<file path="src/rtl/rv32i_types_pkg.sv">
// Base RV32I scalar types shared across the pipeline and its extensions.
package rv32i_types_pkg;

    localparam int unsigned WORD_W = 32;

    typedef logic [WORD_W-1:0] word_t;

endpackage

</file>
<file path="src/rtl/rv32m_pkg.sv">
// RV32M multiply/divide extension: opcode and FSM types plus division constants.
package rv32m_pkg;

    import rv32i_types_pkg::*;

    // Encoding matches the RV32M funct3 field, so bit 2 marks the divide group.
    typedef enum logic [2:0] {
        MUL    = 3'd0,
        MULH   = 3'd1,
        MULHSU = 3'd2,
        MULHU  = 3'd3,
        DIV    = 3'd4,
        DIVU   = 3'd5,
        REM    = 3'd6,
        REMU   = 3'd7
    } muldiv_op_t;

    typedef enum logic [1:0] {
        IDLE,
        MUL_RUN,
        DIV_RUN,
        DONE
    } muldiv_state_t;

    localparam word_t DIV_ZERO_Q = 32'hFFFF_FFFF;
    localparam word_t INT_MIN    = 32'h8000_0000;

    function automatic logic is_div_op(input muldiv_op_t op);
        return op[2];
    endfunction

endpackage

</file>
<file path="src/rtl/risc_mgmt_execute_if.sv">
// Execute-stage handshake between RISC-MGMT and an extension's execute stage.
interface risc_mgmt_execute_if;

    import rv32i_types_pkg::*;

    word_t rdata_s_0;
    word_t rdata_s_1;
    word_t pc;
    logic  exception;
    logic  busy;
    logic  reg_w;
    word_t reg_wdata;
    logic  branch_jump;
    word_t br_j_addr;

    modport ext (
        input  rdata_s_0, rdata_s_1, pc,
        output exception, busy, reg_w, reg_wdata, branch_jump, br_j_addr
    );

    modport mgmt (
        output rdata_s_0, rdata_s_1, pc,
        input  exception, busy, reg_w, reg_wdata, branch_jump, br_j_addr
    );

endinterface

</file>
<file path="src/rtl/muldiv_iter_unit.sv">
// Shared 64-bit iterative datapath: shift-add multiply or restoring divide, one bit per cycle.
// The subtract-restore path exists only when RV32M_DIV_EN is defined.
module muldiv_iter_unit
    import rv32i_types_pkg::*;
(
    input  logic        i_clk,
    input  logic        i_rst,
    input  logic        i_load,
    input  logic        i_step,
    input  logic        i_mode,
    input  word_t       i_operand,
    input  word_t       i_init_lo,
    output logic [63:0] o_acc,
    output logic        o_last
);

    logic [63:0] r_acc;
    word_t       r_operand;
    logic [5:0]  r_cnt;

    logic [32:0] w_sum;
    logic [63:0] w_acc_mul;
    logic [63:0] w_acc_next;

    // Low half doubles as the multiplier / dividend shift register.
    always_comb begin
        w_sum     = {1'b0, r_acc[63:32]} + (r_acc[0] ? {1'b0, r_operand} : 33'd0);
        w_acc_mul = {w_sum, r_acc[31:1]};
    end

`ifdef RV32M_DIV_EN
    logic [32:0] w_shift_hi;
    logic [33:0] w_diff;
    logic [63:0] w_acc_div;
    logic        w_unused_diff_msb;

    // Partial remainder needs 33 bits after the shift; it fits back in 32 once reduced.
    always_comb begin
        w_shift_hi = r_acc[63:31];
        w_diff     = {1'b0, w_shift_hi} - {2'b00, r_operand};
        w_acc_div  = w_diff[33] ? {r_acc[62:0], 1'b0} : {w_diff[31:0], r_acc[30:0], 1'b1};
        w_acc_next = i_mode ? w_acc_div : w_acc_mul;
    end

    assign w_unused_diff_msb = w_diff[32];
`else
    logic w_unused_mode;

    assign w_unused_mode = i_mode;

    always_comb begin
        w_acc_next = w_acc_mul;
    end
`endif

    always_ff @(posedge i_clk) begin
        if (i_rst) begin
            r_acc     <= '0;
            r_operand <= '0;
            r_cnt     <= '0;
        end else if (i_load) begin
            r_acc     <= {32'd0, i_init_lo};
            r_operand <= i_operand;
            r_cnt     <= '0;
        end else if (i_step) begin
            r_acc <= w_acc_next;
            r_cnt <= r_cnt + 6'd1;
        end
    end

    assign o_acc  = r_acc;
    assign o_last = (r_cnt == 6'd31);

endmodule

</file>
<file path="src/rtl/ext_muldiv_execute.sv">
// RISC-MGMT extension execute stage for RV32M on a shared iterative datapath.
// Define RV32M_DIV_EN to build the divider; otherwise divide ops raise an exception.
module ext_muldiv_execute
    import rv32i_types_pkg::*;
    import rv32m_pkg::*;
#(
    parameter int unsigned XLEN = 32
) (
    input  logic                CLK,
    input  logic                RST,
    input  logic                start,
    input  muldiv_op_t          op,
    input  logic                flush,
    risc_mgmt_execute_if.ext    exec_if
);

    muldiv_state_t r_state, w_state_d;
    muldiv_op_t    r_op;
    logic          r_neg;
    logic          r_special;
    logic          r_exc;
    word_t         r_result;

    word_t w_rs1, w_rs2, w_mag1, w_mag2, w_special_res, w_iter_operand, w_iter_init;
    logic  w_neg1, w_neg2, w_is_div, w_rem, w_sign, w_special, w_exc_start, w_take;
    logic  w_load, w_step, w_mode, w_last;
    logic [2*XLEN-1:0] w_acc, w_prod;
    word_t w_mul_res, w_calc;
    logic  w_unused_pc;

    assign w_rs1       = exec_if.rdata_s_0;
    assign w_rs2       = exec_if.rdata_s_1;
    assign w_unused_pc = ^exec_if.pc;

    // Start-cycle decode: operand magnitudes, result sign and the short-circuit cases.
    always_comb begin
        w_is_div = is_div_op(op);
        w_rem    = (op == REM) || (op == REMU);
        w_neg1   = (op inside {MULH, MULHSU, DIV, REM}) && w_rs1[31];
        w_neg2   = (op inside {MULH, DIV, REM}) && w_rs2[31];
        w_mag1   = w_neg1 ? (~w_rs1 + 32'd1) : w_rs1;
        w_mag2   = w_neg2 ? (~w_rs2 + 32'd1) : w_rs2;
        w_sign   = w_rem ? w_neg1 : (w_neg1 ^ w_neg2);
        w_take   = (r_state == IDLE) && start && !flush;
        w_iter_operand = w_is_div ? w_mag2 : w_mag1;
        w_iter_init    = w_is_div ? w_mag1 : w_mag2;
`ifdef RV32M_DIV_EN
        w_exc_start = 1'b0;
        if (w_rs2 == '0) begin
            w_special     = w_is_div;
            w_special_res = w_rem ? w_rs1 : DIV_ZERO_Q;
        end else if ((op == DIV || op == REM) && w_rs1 == INT_MIN && w_rs2 == '1) begin
            w_special     = 1'b1;
            w_special_res = w_rem ? '0 : INT_MIN;
        end else begin
            w_special     = 1'b0;
            w_special_res = '0;
        end
`else
        w_exc_start   = w_is_div;
        w_special     = 1'b0;
        w_special_res = '0;
`endif
    end

    always_comb begin
        w_state_d = r_state;
        w_load    = 1'b0;
        w_step    = 1'b0;
        w_mode    = (r_state == DIV_RUN);
        unique case (r_state)
            IDLE: begin
                if (w_take) begin
                    w_load = 1'b1;
                    if (w_special || w_exc_start) begin
                        w_state_d = DONE;
                    end else begin
                        w_state_d = w_is_div ? DIV_RUN : MUL_RUN;
                    end
                end
            end
            MUL_RUN, DIV_RUN: begin
                w_step = 1'b1;
                if (w_last) begin
                    w_state_d = DONE;
                end
            end
            DONE: w_state_d = IDLE;
        endcase
        if (flush) begin
            w_state_d = IDLE;
        end
    end

    always_ff @(posedge CLK) begin
        if (RST) begin
            r_state   <= IDLE;
            r_op      <= MUL;
            r_neg     <= 1'b0;
            r_special <= 1'b0;
            r_exc     <= 1'b0;
            r_result  <= '0;
        end else begin
            r_state <= w_state_d;
            if (w_take) begin
                r_op      <= op;
                r_neg     <= w_sign;
                r_special <= w_special;
                r_exc     <= w_exc_start;
                r_result  <= w_special_res;
            end
        end
    end

    muldiv_iter_unit u_iter (
        .i_clk     (CLK),
        .i_rst     (RST),
        .i_load    (w_load),
        .i_step    (w_step),
        .i_mode    (w_mode),
        .i_operand (w_iter_operand),
        .i_init_lo (w_iter_init),
        .o_acc     (w_acc),
        .o_last    (w_last)
    );

    // Result is formed from the held accumulator while in DONE.
    always_comb begin
        w_prod    = r_neg ? (~w_acc + 64'd1) : w_acc;
        w_mul_res = (r_op == MUL) ? w_prod[31:0] : w_prod[63:32];
`ifdef RV32M_DIV_EN
        begin
            word_t w_div_mag;
            w_div_mag = (r_op == REM || r_op == REMU) ? w_acc[63:32] : w_acc[31:0];
            w_calc    = r_op[2] ? (r_neg ? (~w_div_mag + 32'd1) : w_div_mag) : w_mul_res;
        end
`else
        w_calc = w_mul_res;
`endif
    end

    assign exec_if.busy        = w_take || (r_state == MUL_RUN) || (r_state == DIV_RUN);
    assign exec_if.reg_w       = (r_state == DONE) && !r_exc;
    assign exec_if.exception   = (r_state == DONE) && r_exc;
    assign exec_if.reg_wdata   = ((r_state == DONE) && !r_exc) ?
                                 (r_special ? r_result : w_calc) : '0;
    assign exec_if.branch_jump = 1'b0;
    assign exec_if.br_j_addr   = '0;

endmodule

</file>
<file path="src/flat_wrapper.sv">
// flat-port wrapper written by rule: the top's interface ports become plain ports
module ext_muldiv_execute_flat import rv32i_types_pkg::*; import rv32m_pkg::*;
#(
    parameter int unsigned XLEN = 32
)
  (CLK, RST, start, op, flush, exec_if_rdata_s_0, exec_if_rdata_s_1, exec_if_pc, exec_if_exception, exec_if_busy, exec_if_reg_w, exec_if_reg_wdata, exec_if_branch_jump, exec_if_br_j_addr);
  risc_mgmt_execute_if exec_if_i ();
  input  logic CLK;
  input  logic RST;
  input  logic start;
  input  muldiv_op_t op;
  input  logic flush;
  input wire logic [$bits(exec_if_i.rdata_s_0)-1:0] exec_if_rdata_s_0;
  input wire logic [$bits(exec_if_i.rdata_s_1)-1:0] exec_if_rdata_s_1;
  input wire logic [$bits(exec_if_i.pc)-1:0] exec_if_pc;
  output wire logic [$bits(exec_if_i.exception)-1:0] exec_if_exception;
  output wire logic [$bits(exec_if_i.busy)-1:0] exec_if_busy;
  output wire logic [$bits(exec_if_i.reg_w)-1:0] exec_if_reg_w;
  output wire logic [$bits(exec_if_i.reg_wdata)-1:0] exec_if_reg_wdata;
  output wire logic [$bits(exec_if_i.branch_jump)-1:0] exec_if_branch_jump;
  output wire logic [$bits(exec_if_i.br_j_addr)-1:0] exec_if_br_j_addr;
  assign exec_if_i.rdata_s_0 = exec_if_rdata_s_0;
  assign exec_if_i.rdata_s_1 = exec_if_rdata_s_1;
  assign exec_if_i.pc = exec_if_pc;
  assign exec_if_exception = exec_if_i.exception;
  assign exec_if_busy = exec_if_i.busy;
  assign exec_if_reg_w = exec_if_i.reg_w;
  assign exec_if_reg_wdata = exec_if_i.reg_wdata;
  assign exec_if_branch_jump = exec_if_i.branch_jump;
  assign exec_if_br_j_addr = exec_if_i.br_j_addr;
  ext_muldiv_execute #(.XLEN(XLEN)) u_core (.CLK(CLK), .RST(RST), .start(start), .op(op), .flush(flush), .exec_if(exec_if_i));
endmodule
</file>
<file path="config.mk">
export PLATFORM = sky130hd
export DESIGN_NAME = ext_muldiv_execute_flat
export DESIGN_NICKNAME = d
export VERILOG_FILES = /design/src/rtl/rv32i_types_pkg.sv /design/src/rtl/rv32m_pkg.sv /design/src/rtl/risc_mgmt_execute_if.sv /design/src/rtl/muldiv_iter_unit.sv /design/src/rtl/ext_muldiv_execute.sv /design/src/flat_wrapper.sv
export SDC_FILE = /design/constraint.sdc
export NUM_CORES = 1
export LEC_CHECK = 0
export ABC_CLOCK_PERIOD_IN_PS = 3150
export CAP_MARGIN = 30
export CORE_MARGIN = 8
export CORE_UTILIZATION = 40
export CTS_CLUSTER_SIZE = 16
export DETAILED_ROUTE_END_ITERATION = 6
export PLACE_DENSITY = 0.75
export SLEW_MARGIN = 40
export SYNTH_ARGS = -nofsm -noshare
export SYNTH_HDL_FRONTEND = slang
export SYNTH_SLANG_ARGS = --single-unit
</file>
<file path="constraint.sdc">
create_clock -name CLK -period 3.15 [get_ports CLK]
set_clock_uncertainty 0.1 [all_clocks]
set_input_delay 0.63 -clock CLK [delete_from_list [all_inputs] [get_ports CLK]]
set_output_delay 0.63 -clock CLK [all_outputs]
set_load 0.005 [all_outputs]
</file>
Yosys cells after proc, flatten, opt, wreduce, memory -nomap -nowiden
Index checks and enable logic that the tools add are counted.
{"block": "totals", "ff_bits": 109, "in_bits": 103, "out_inout_bits": 68}
{"block": "op_classes", "add_sub_neg": 5, "eq_ne": 11, "n_mux": 18, "bitwise_logic": 4, "n_reduce_logical": 20}
{"op": "two-way mux 32 bit", "count": 9}
{"op": "adder 32 x 1 -> 32 bit, second input constant", "count": 2}
{"op": "adder 64 x 1 -> 64 bit, second input constant", "count": 1}
{"op": "two-way mux 64 bit", "count": 1}
{"op": "inverter 32 bit", "count": 2}
{"op": "inverter 64 bit", "count": 1}
{"op": "adder 32 x 32 -> 33 bit", "count": 1}
{"op": "equality test 3 bit, second input constant", "count": 3}
{"op": "adder 6 x 1 -> 6 bit, second input constant", "count": 1}
{"op": "equality test 6 x 5 -> 1 bit, second input constant", "count": 1}
{"op": "logical AND 1 bit", "count": 6}
{"op": "two-way mux 2 bit", "count": 3}
{"op": "case mux 2 bit (3 select lines)", "count": 1}
{"op": "OR reduction 2 bit", "count": 3}
{"op": "equality test 2 bit, second input constant", "count": 2}
{"op": "two-way mux 1 bit", "count": 4}
{"op": "nonzero test 4 bit", "count": 1}
{"op": "equality test 3 x 1 -> 1 bit, second input constant", "count": 1}
{"op": "equality test 3 x 2 -> 1 bit, second input constant", "count": 1}
{"op": "zero test 3 bit", "count": 1}
{"op": "logical OR 1 bit", "count": 3}
{"op": "nonzero test 3 bit", "count": 1}
{"op": "equality test 2 x 1 -> 1 bit, second input constant", "count": 1}
{"op": "zero test 1 bit", "count": 2}
{"op": "other kinds (6)", "count": 6}

Logic depth before layout (Yosys ltp)
Gate-level depths: netlist (run 1).
{"block": "logic_depth", "depth_word": 6, "depth_mapped": 12, "depth_no_buf": 10}

Hierarchy
Synthesis (run 1) repeated with hierarchy kept, for this count alone.
{"block": "hier_totals", "hier_cells": 1360, "hier_area_um2": 10417.5}
{"module": "muldiv_iter_unit", "n_inst": 1, "cells_per_inst": 716, "area_per_inst_um2": 5914.4}
{"module": "ext_muldiv_execute", "n_inst": 1, "cells_per_inst": 644, "area_per_inst_um2": 4503.1}

Least setup slack after synthesis (run 1)
No wires, ideal clock.
{"block": "synth_timing", "path_type": "reg2out", "startpoint": "reg u_core.u_iter.r_acc[7] (netlist: u_core.u_iter.o_acc[7])", "endpoint": "out exec_if_reg_wdata[21]", "arrival_ns": 2.531, "t_required_ns": 2.420, "setup_slack_ns": -0.111, "stages_incl_launch_ff": 8, "cell_sequence": "dfxtp_1 > or4_1 > nor4_4 > nand4_1 > or4_4 > o31ai_2 > xor2_1 > a211oi_1"}
{"block": "synth_via", "elab_chain_len": 5}
{"element": "from (decl)", "line_no": "muldiv_iter_unit.sv:17", "rtl": "logic [63:0] r_acc;"}
{"element": "from (signal assigned)", "line_no": "muldiv_iter_unit.sv:62", "rtl": "r_acc <= {32'd0, i_init_lo};"}
{"element": "from (signal assigned)", "line_no": "muldiv_iter_unit.sv:66", "rtl": "r_acc <= w_acc_next;"}
{"element": "inverter 64 bit", "line_no": "ext_muldiv_execute.sv:129", "rtl": "w_prod = r_neg ? (~w_acc + 64'd1) : w_acc;"}
{"element": "adder 64 x 1 -> 64 bit", "line_no": "ext_muldiv_execute.sv:129"}
{"element": "two-way mux 64 bit", "line_no": "ext_muldiv_execute.sv:129"}
{"element": "two-way mux 32 bit", "line_no": "ext_muldiv_execute.sv:130", "rtl": "w_mul_res = (r_op == MUL) ? w_prod[31:0] : w_prod[63:32];"}
{"element": "two-way mux 32 bit", "line_no": "ext_muldiv_execute.sv:145", "rtl": "assign exec_if.reg_wdata = ((r_state == DONE) && !r_exc) ?"}
{"element": "to (decl)", "line_no": "flat_wrapper.sv:19", "rtl": "output wire logic [$bits(exec_if_i.reg_wdata)-1:0] exec_if_reg_wdata;"}
Every way passes these cells.

Final worst setup path (run 1)
{"block": "layout_timing", "startpoint": "reg u_core.u_iter.r_acc[12] (netlist: u_core.u_iter.o_acc[12])", "endpoint": "out exec_if_reg_wdata[30]"}
Same word-level chain as after synthesis.

==> qor.yml, run 1 <==
hold_buffers: 0
synth_top_family_by_area: "compound AO/OA/AOI/OAI gates"
synth_edf_count: 0
synth.largest_area_cell: "dfxtp_1"
area_growth_pct: 43.54
async_flop_share: 0
slew_viol_final: 0
max_stage_delay_ns: 0.55
synth_fa_ha_area_frac: 0.05297
die_w_um: 174.6
setup_ws_ns: -0.6526
synth_compound_area_frac: 0.2543
slowest_stage: "or4_4"
netlist_instances: 1342
antenna_cells: 0
start_util: 0.4031
cp-end-kind: "primary output"
drv_cap: 0
fmax_mhz: 263.0
synth_mux_area_frac: 0.05582
grt_max_degree: 78
final_area_um2: 14450
drt_wl_total_mm: 39.47
synthDistinctLibCells: 76
grt_pass1_wl_mm: 59.92
place.gp.congestion: 1.036
synthTopCellsByArea: "dfxtp_1 (21%), xor2_1 (6.2%), xnor2_1 (5.9%), a21oi_1 (5.2%), ha_1 (5.1%)"
cts.sinks: 108
place_ws_ns: -0.5806
ant_nets: 0
wl_per_cell_um: 19.93
crit_chain: "or4_4 -> nor4_4 -> buf_4 -> buf_6 -> buf_6 -> nand3_4 -> buf_6 -> o41ai_4 -> xor2_1 -> o22ai_1 -> buf_2"
overflow: 0
worstHoldPathType: "reg -> reg"
hold_viol_final: 0
synthTopCellsByCount: "nand2_1 (124), dfxtp_1 (108), a21oi_1 (105)"
clk_pin_slew_ns: 0.08
netlist_area_um2: 10060
dpl_cell_area_um2: 12970
layout_min_cycle_time_ns: 3.803
worstPathRequired_ns: 2.42
p_leak_nw: 5.809
vias_per_cell: 5.861
setup_viol: 32
violations: "setup timing"
synth-seq-area-share: 0.2148
grtUsageTotal: 0.2409
power_mw: 4.765
worst-setup-path-type: "reg -> out"
first_pass_iters: 5
avgSynthCellArea_um2: 7.499
yosysMostFrequentCell: "nand2_1"
status: "finished, violations left"
cts_root_buffer: "clkbuf_16"
layout-drive-gt1-share: 0.2885
ys_ff_latch: 108
dr_total_vias: 11600
numPortBuffers: 105
nNetsFinal: 1790
drc_errors: 0
grt_pass1_vias: 11070
core_area_um2: 24960
htree_levels: 3
worstMarginPinSlew_ns: 0.7444
clk_latency_ns: 0.37
cts_tree: "built"
die_area_um2: 30490
yosysWarnings: 0
crit_family: "simple AND/OR/NAND/NOR gates"
crit_path_start_kind: "flop"
antenna_found_initial: 2
fp.dieH_um: 174.6
synthFlopType: "dfxtp_1"
ir_drop_mv: 0.2494
synthSimpleGateAreaFrac: 0.2320
rows: 58
pin_count: 171
synth_xor_area_frac: 0.1210
period_share: 1.207
ctsLongestPathBuffers: 2
synthDominantCellAreaShare: 0.2148
slew_headroom: 0.5038
r2r_slack_ns: 0.01
worstPathArrival_ns: 3.07
path_common_cell: "buf_6"
path_max_fanout: 3
numCtsBuffers: 9
power-per-cell-area_nw_per_um2: 329.9
drt_iter0_drc: 1181
dp_hpwl_mm: 29.25
cp_num_buf_inv: 5
rsz0062_at_grt: "yes"
[final timing paths]
| kind | start | to | depth (start not counted) |
|---|---|---|---|
| max | u_core.u_iter.o_acc[12]$_SDFFE_PP0P_ | exec_if_reg_wdata[30] | 11 |
| min | u_core.u_iter.r_operand[5]$_SDFFE_PP0P_ | u_core.u_iter.r_operand[5]$_SDFFE_PP0P_ | 2 |
| max reg2reg | u_core.u_iter.o_acc[0]$_SDFFE_PP0P_ | u_core.u_iter.o_acc[52]$_SDFFE_PP0P_ | 12 |
| min reg2reg | u_core.u_iter.r_operand[5]$_SDFFE_PP0P_ | u_core.u_iter.r_operand[5]$_SDFFE_PP0P_ | 2 |
[power by group]
group	total [mW]	switching [mW]	leakage (nW)	internal (mW)
registers	1.53	0.0715	0.883	1.45
logic	2.01	1.10	4.77	0.909
clock network	1.23	0.600	0.154	0.632
[cells by family (layout without fill, tap and decap cells)]
family	count (synthesis)	in the layout
AO/OA/AOI/OAI	393	393
XOR/XNOR	139	139
flip-flops	108	108
buffers and inverters	149	425
other	1	33
AND/OR/NAND/NOR	455	455
multiplexers	55	55
adder cells (fa/ha/maj)	42	42
[cells in the final DEF, fill, tap and decap left out, types with 31 or more instances in the layout]
cell / count
buf_4: 240
nand2_1: 116
a21oi_1: 101
dfxtp_1: 99
nor2_1: 91
clkdlybuf4s50_1: 71
xnor2_1: 65
o21ai_0: 61
xor2_1: 58
mux2i_1: 46
nand3_1: 41
and2_1: 33
ha_1: 33
conb_1: 33
buf_2: 31
[sequential cells by signal (all words and copies together), names as in the netlist]
signal,flops
u_core.r_op,2
u_core.u_iter.r_cnt,6
u_core.r_state,2
u_core.r_exc,1
u_core.r_neg,1
u_core.u_iter.r_operand,32
u_core.u_iter.o_acc,64
[metal layers]
| layer | wire length, um | GRT usage | vias up |
|---|---|---|---|
| met5 | 27 | 0 | - |
| met4 | 1245 | 0.08018 | 4 |
| met3 | 3248 | 0.04079 | 101 |
| met2 | 18030 | 0.3782 | 561 |
| met1 | 16920 | 0.3292 | 5471 |
| li1 | - | - | 5467 |
[layout make-up]
cell class                 count  area [um^2]
fill                        2176        10520
multi-input combinational   1117         8315
timing repair buffer         378         3117
sequential                   108         2173
tap                          330        412.9
clock buffer                   9        225.2
inverter                      31        116.4
clock inverter                 7        85.08
[timing repair]
action / CTS / global route
setup endpoints to repair: 39 / 52
endpoints found under the hold margin: 0 / 0
gates resized for setup: 261 / 85
pin swaps: 88 / 68
cloned: 1 / 0
buffers inserted: 25 / 11
[through the flow]
step                      std cells  utilization  setup TNS, ns  hold slack [ns]
final                          1980       0.5786         -14.30           0.3570
after global routing           1980       0.5786         -16.31           0.3768
after CTS                      1975       0.5620         -12.81           0.3548
after detailed placement       1933       0.5196         -17.50           0.3431
after global placement         1933       0.5195         -15.14           0.3346
after floorplan                1374            -              0           0.3273
[worst register-to-register path, stage by stage, from the launching register on]
cell	delay [ns]
dfxtp_2	0.36
buf_4	0.15
buf_4	0.20
and2_1	0.27
ha_4	0.26
and3_1	0.20
a31oi_1	0.29
buf_4	0.18
buf_4	0.13
a21oi_4	0.07
o211ai_1	0.36
a2111oi_0	0.19
nand3b_1	0.24
No activity file was read; power rests on OpenSTA's default activity.
==> inputs of run 2 (changes only) <==
--- a/config.mk
+++ b/config.mk
@@ -12,6 +12,7 @@
 export CTS_CLUSTER_SIZE = 16
 export DETAILED_ROUTE_END_ITERATION = 6
 export PLACE_DENSITY = 0.75
+export SETUP_SLACK_MARGIN = 0.4
 export SLEW_MARGIN = 40
 export SYNTH_ARGS = -nofsm -noshare
 export SYNTH_HDL_FRONTEND = slang
==> run 2 against run 1 <==
The flow finishes with violations (DRC, setup timing); die area unchanged; core utilization increased by 4.1 points; total power decreased by 0.47%; combinational power increased by 3%; final cell count increased by 1.3%; global-route usage increased by 1.6 points; sequential power about the same; final area increased by 7.1%; sequential cell count unchanged.
==> qor.yml, run 2 (same netlist as run 1, synthesis figures left out) <==
status: "finished, violations left"
violations: "DRC, setup timing"
ant_nets: 0  # unchanged
layout-drive-gt1-share: 0.3576  # +0.06913
p_leak_nw: 6.151  # +5.9%
fmax_mhz: 257.7  # -2.0%
clk_pin_slew_ns: 0.07  # about the same
path_max_fanout: 8  # +5
fp.dieH_um: 174.6  # unchanged
first_pass_iters: 7  # +2
worst-setup-path-type: "reg -> out"
dr_total_vias: 12400  # +6.8%
grt_pass1_vias: 11640  # +5.2%
place.gp.congestion: 1.007  # -2.8%
nNetsFinal: 1815  # +1.4%
worstHoldPathType: "reg -> reg"
ir_drop_mv: 0.2983  # +20%
wl_per_cell_um: 22.03  # +11%
slew_headroom: 0.5484  # +0.04460
clk_latency_ns: 0.37  # about the same
htree_levels: 3  # unchanged
cts.sinks: 108  # unchanged
cp-end-kind: "primary output"
place_ws_ns: -0.5014  # +0.07927 ns
final_common_cell: "buf_4"
drc_errors: 4  # +4
start_util: 0.4031  # unchanged
layout_min_cycle_time_ns: 3.880  # +0.07739 ns
grtUsageTotal: 0.2573  # +0.01648
max_stage_delay_ns: 0.57  # +0.02 ns
period_share: 1.232  # +0.02457
grt_pass1_wl_mm: 63.74  # +6.4%
setup_ws_ns: -0.7300  # -0.07739 ns
antenna_found_initial: 1  # -1
overflow: 0  # unchanged
fin_cells: 2005  # +1.3%
final_cell_mix: "buf_4 (253), nand2_1 (113), dfxtp_1 (102)"
numPortBuffers: 105  # unchanged
cts_tree: "built"
largest_reg_flops: 64  # unchanged
drt_wl_total_mm: 44.18  # +12%
vias_per_cell: 6.182  # +5.5%
slew_viol_final: 0  # unchanged
ctsLongestPathBuffers: 2  # unchanged
drv_cap: 0  # unchanged
dp_hpwl_mm: 29.12  # -0.46%
rows: 58  # unchanged
utilization: 0.6199  # +0.04125
hold_viol_final: 0  # unchanged
die_w_um: 174.6  # unchanged
cts_root_buffer: "clkbuf_16"
grt_max_degree: 78  # unchanged
die_area_um2: 30490  # unchanged
area_growth_pct: 53.77
cp_num_buf_inv: 4  # -1
crit_path_start_kind: "flop"
rsz0062_at_grt: "yes"
dp.cells: 1906  # -1.4%
nFillCells: 1938  # -11%
antenna_cells: 0  # unchanged
crit_family: "simple AND/OR/NAND/NOR gates"
pin_count: 171  # unchanged
path_common_cell: "buf_6"
numCtsBuffers: 9  # unchanged
crit_chain: "or4_4 -> nor4_4 -> buf_6 -> buf_4 -> nand4_1 -> buf_6 -> o41ai_4 -> xor2_1 -> a21oi_1 -> buf_2"
worstMarginPinSlew_ns: 0.6750  # -0.06939 ns
power-per-cell-area_nw_per_um2: 306.4  # -7.1%
worstPathRequired_ns: 2.42  # about the same
power_mw: 4.742  # -0.47%
drt_iter0_drc: 1561  # +32%
core_area_um2: 24960  # unchanged
setup_viol: 37  # +16%
whs_ns: 0.3531  # -0.003900 ns
worstPathArrival_ns: 3.15  # +0.08 ns
slowest_stage: "or4_4"
run 2: power breakdown:
group | leakage [nW] | internal (mW) | switching [mW] | total, mW
Clock | 0.140 | 0.573 | 0.581 | 1.15
Sequential | 0.882 | 1.45 | 0.0706 | 1.52
Combinational | 5.13 | 0.918 | 1.15 | 2.07
run 2: per-stage QoR:
step	instance area [um^2]	TNS, ns
after floorplan	10350	0
after CTS	14580	-15.40
after global routing	15470	-19.00
after global placement	12860	-12.39
after detailed placement	12860	-14.03
final	15470	-17.11
run 2: worst min-delay path: stages, from the launching register on:
cell	delay, ns
dfxtp_1	0.31
nand2_1	0.05
a21oi_1	0.05
run 2: final cells by class:
cell class                      instances  area (um^2)  area share
Tap cell                              330        412.9     0.02668
Timing Repair Buffer                  403         3397      0.2195
Sequential cell                       108         2172      0.1404
Inverter                               31        121.4    0.007843
Multi-Input combinational cell       1117         9085      0.5871
Clock inverter                          5        43.79    0.002830
Clock buffer                           11        242.7     0.01569
run 2: final timing paths:
| kind | startpoint | to | slack [ns] | cells past startpoint |
|---|---|---|---|---|
| setup / recovery | u_core.u_iter.o_acc[13]$_SDFFE_PP0P_ | exec_if_reg_wdata[8] | -0.73 | 10 |
| hold / removal | u_core.u_iter.r_operand[6]$_SDFFE_PP0P_ | u_core.u_iter.r_operand[6]$_SDFFE_PP0P_ | 0.35 | 2 |
| setup reg to reg | u_core.u_iter.o_acc[0]$_SDFFE_PP0P_ | u_core.u_iter.o_acc[61]$_SDFFE_PP0P_ | -0.23 | 14 |
| hold reg to reg | u_core.u_iter.r_operand[6]$_SDFFE_PP0P_ | u_core.u_iter.r_operand[6]$_SDFFE_PP0P_ | 0.35 | 2 |
run 2: metal layers:
| metal | GRT usage | wire, um | up-vias |
|---|---|---|---|
| met5 | 0 | 0 | - |
| met4 | 0.1106 | 2122 | 0 |
| met3 | 0.05936 | 4258 | 200 |
| met2 | 0.4149 | 20070 | 876 |
| met1 | 0.3244 | 17730 | 5804 |
| li1 | - | - | 5515 |
run 2: repair_timing:
item / in CTS / in global routing
cloned: 2 / 0
gates resized for setup: 362 / 125
pin swaps: 114 / 127
setup buffers: 55 / 26
endpoints found under the setup margin: 83 / 97
hold buffers: 0 / 0
endpoints found under the hold margin: 0 / 0
==> inputs of run 3 (changes only) <==
--- a/config.mk
+++ b/config.mk
@@ -8,10 +8,10 @@
 export ABC_CLOCK_PERIOD_IN_PS = 3150
 export CAP_MARGIN = 30
 export CORE_MARGIN = 8
-export CORE_UTILIZATION = 40
+export CORE_UTILIZATION = 50
 export CTS_CLUSTER_SIZE = 16
 export DETAILED_ROUTE_END_ITERATION = 6
-export PLACE_DENSITY = 0.75
+export PLACE_DENSITY = 0.89
 export SETUP_SLACK_MARGIN = 0.4
 export SLEW_MARGIN = 40
 export SYNTH_ARGS = -nofsm -noshare
==> run 3 against run 2 <==
The flow still finishes with violations (DRC, setup timing); final area fell by 0.83%; die area fell by 18%; wire length rose by 21%; sequential cell count did not move; largest cell class unchanged; largest power group unchanged.
==> qor.yml, run 3 (same netlist as run 1, synthesis figures left out) <==
status: "finished, violations left"
violations: "DRC, setup timing"
cp-end-kind: "primary output"
area_growth_pct: 52.49
htree_levels: 3  # unchanged
hold_viol_final: 0  # unchanged
utilization: 0.7683  # +0.1484
internal_power_mw: 3.093  # +5.1%
rsz0062_at_grt: "yes"
place_ws_ns: -0.5104  # -0.009017 ns
setup_ws_ns: -1.246  # -0.5162 ns
power-per-cell-area_nw_per_um2: 335.1  # +9.4%
place.gp.congestion: 1.037  # +3.0%
grt_max_degree: 78  # unchanged
dp_hpwl_mm: 28.65  # -1.6%
p_clk_frac: 0.260  # +0.017
crit_path_start_kind: "flop"
p_leak_nw: 6.215  # +1.0%
largest_reg_flops: 64  # unchanged
grt_pass1_wl_mm: 65.30  # +2.4%
fmax_mhz: 227.5  # -12%
comb_power_share: 0.437  # about the same
setup_viol: 37  # unchanged
worstPathArrival_ns: 3.67  # +0.52 ns
power_mw: 5.142  # +8.4%
cts.sinks: 108  # unchanged
power_switching_mw: 2.049  # +14%
slew_headroom: 0.3674  # -0.1809
worstPathRequired_ns: 2.42  # about the same
cts_tree: "built"
seqPwrFrac: 0.303  # -0.018
first_pass_iters: 7  # unchanged
numPortBuffers: 105  # unchanged
drt_iter0_drc: 2335  # +50%
dr_total_vias: 13790  # +11%
vias_per_cell: 7.140  # +16%
drt_wl_total_mm: 53.41  # +21%
worstHoldPathType: "reg -> reg"
fp.dieH_um: 157.9  # -9.6%
grt_pass1_vias: 11910  # +2.4%
die_area_um2: 24920  # -18%
ctsLongestPathBuffers: 2  # unchanged
layout_min_cycle_time_ns: 4.396  # +0.5162 ns
cts_root_buffer: "clkbuf_16"
rows: 52  # -10%
final_cell_mix: "buf_4 (236), nand2_1 (115), dfxtp_1 (102)"
antenna_found_initial: 3  # +2
p_sw_frac: 0.3985  # +0.01932
start_util: 0.5038  # +0.1007
clk_latency_ns: 0.38  # about the same
drc_errors: 6  # +2
numCtsBuffers: 9  # unchanged
pin_count: 171  # unchanged
overflow: 0  # unchanged
clk_pin_slew_ns: 0.08  # about the same
whs_ns: 0.3513  # -0.001837 ns
ant_nets: 0  # unchanged
ir_drop_mv: 0.3278  # +9.9%
path_max_fanout: 4  # -4
slew_viol_final: 0  # unchanged
layout-drive-gt1-share: 0.3620  # +0.004436
setup_tns_ns: -23.05  # -5.932 ns
worst-setup-path-type: "reg -> out"
final_common_cell: "buf_4"
grtUsageTotal: 0.3318  # +0.07451
nNetsFinal: 1800  # -0.83%
die_w_um: 157.9  # -9.6%
core_area_um2: 19970  # -20%
worstMarginPinSlew_ns: 0.9416  # +0.2666 ns
period_share: 1.396  # +0.1639
wl_per_cell_um: 27.66  # +26%
drv_cap: 0  # unchanged
run 3: cell types whose count changed in the layout (fill, tap and decap cells not counted), sizes merged:
cell	change
dlymetal6s2s	+9
diode	+1
bufbuf	+1
clkinvlp	+1
clkdlybuf4s50	-7
dlygate4sd2	-5
inv	+1
clkbuf	+1
bufinv	+2
buf	-16
clkinv	-2
run 3: routing by layer:
metal	vias up	part of all wire	track usage	routed length, um
met4	10	0.11	0.1786	5980
met5	-	0.0043	0	229
met1	6232	0.32	0.4014	17330
li1	5483	-	-	-
met3	599	0.15	0.06962	7994
met2	1464	0.41	0.5429	21870
run 3: final cells by class:
type,instances,area [um^2]
diodes,1,2.502
clock buffers,9,225.2
clock inverters,7,106.4
fillers,1153,4628
inverters,31,121.4
multi-input cells,1117,9051
flip-flops and latches,108,2172
well taps,270,337.8
repair buffers,388,3329
run 3: power by group through the flow:
| stage | Combinational, mW | Clock (mW) | Sequential [mW] |
|---|---|---|---|
| floorplan | 0.910 | 0 | 1.55 |
| detailed placement | 1.54 | 0 | 1.55 |
| global route | 2.30 | 1.39 | 1.56 |
| CTS | 1.84 | 1.29 | 1.53 |
| global placement | 1.50 | 0 | 1.54 |
| finish | 2.25 | 1.34 | 1.56 |
run 3: worst paths after layout:
check                           slack (ns)                                     start  depth (start not counted)                                  endpoint
worst min-delay path                  0.35  u_core.u_iter.r_operand[27]$_SDFFE_PP0P_                          2  u_core.u_iter.r_operand[27]$_SDFFE_PP0P_
worst max-delay path                 -1.25       u_core.u_iter.o_acc[0]$_SDFFE_PP0P_                         11                     exec_if_reg_wdata[30]
worst min register to register        0.35  u_core.u_iter.r_operand[27]$_SDFFE_PP0P_                          2  u_core.u_iter.r_operand[27]$_SDFFE_PP0P_
worst max register to register       -0.04       u_core.u_iter.o_acc[0]$_SDFFE_PP0P_                         12      u_core.u_iter.o_acc[60]$_SDFFE_PP0P_
run 3: through the flow:
stage | std cells | cell area [um^2]
2_1_floorplan | 1374 | 10350
3_3_place_gp | 1828 | 12660
3_5_place_dp | 1828 | 12660
4_1_cts | 1891 | 14290
5_1_grt | 1930 | 15340
6_report | 1931 | 15350
run 3: timing repair:
action	4_1_cts	5_1_grt
gates cloned	1	1
resized for setup	336	178
hold buffers	0	0
pin swaps	135	122
buffers inserted	46	38
setup endpoints to repair	90	98
run 3: worst max-delay path, cell delays in order, from the launching register on:
cell and delay, ns:
dfxtp_4 0.37, inv_4 0.07, ha_4 0.14, or3b_4 0.48, nor4_4 0.50, buf_4 0.22, buf_4 0.13, nand3_4 0.11
o41ai_2 0.61, xor2_1 0.27, o22ai_1 0.23, buf_2 0.15
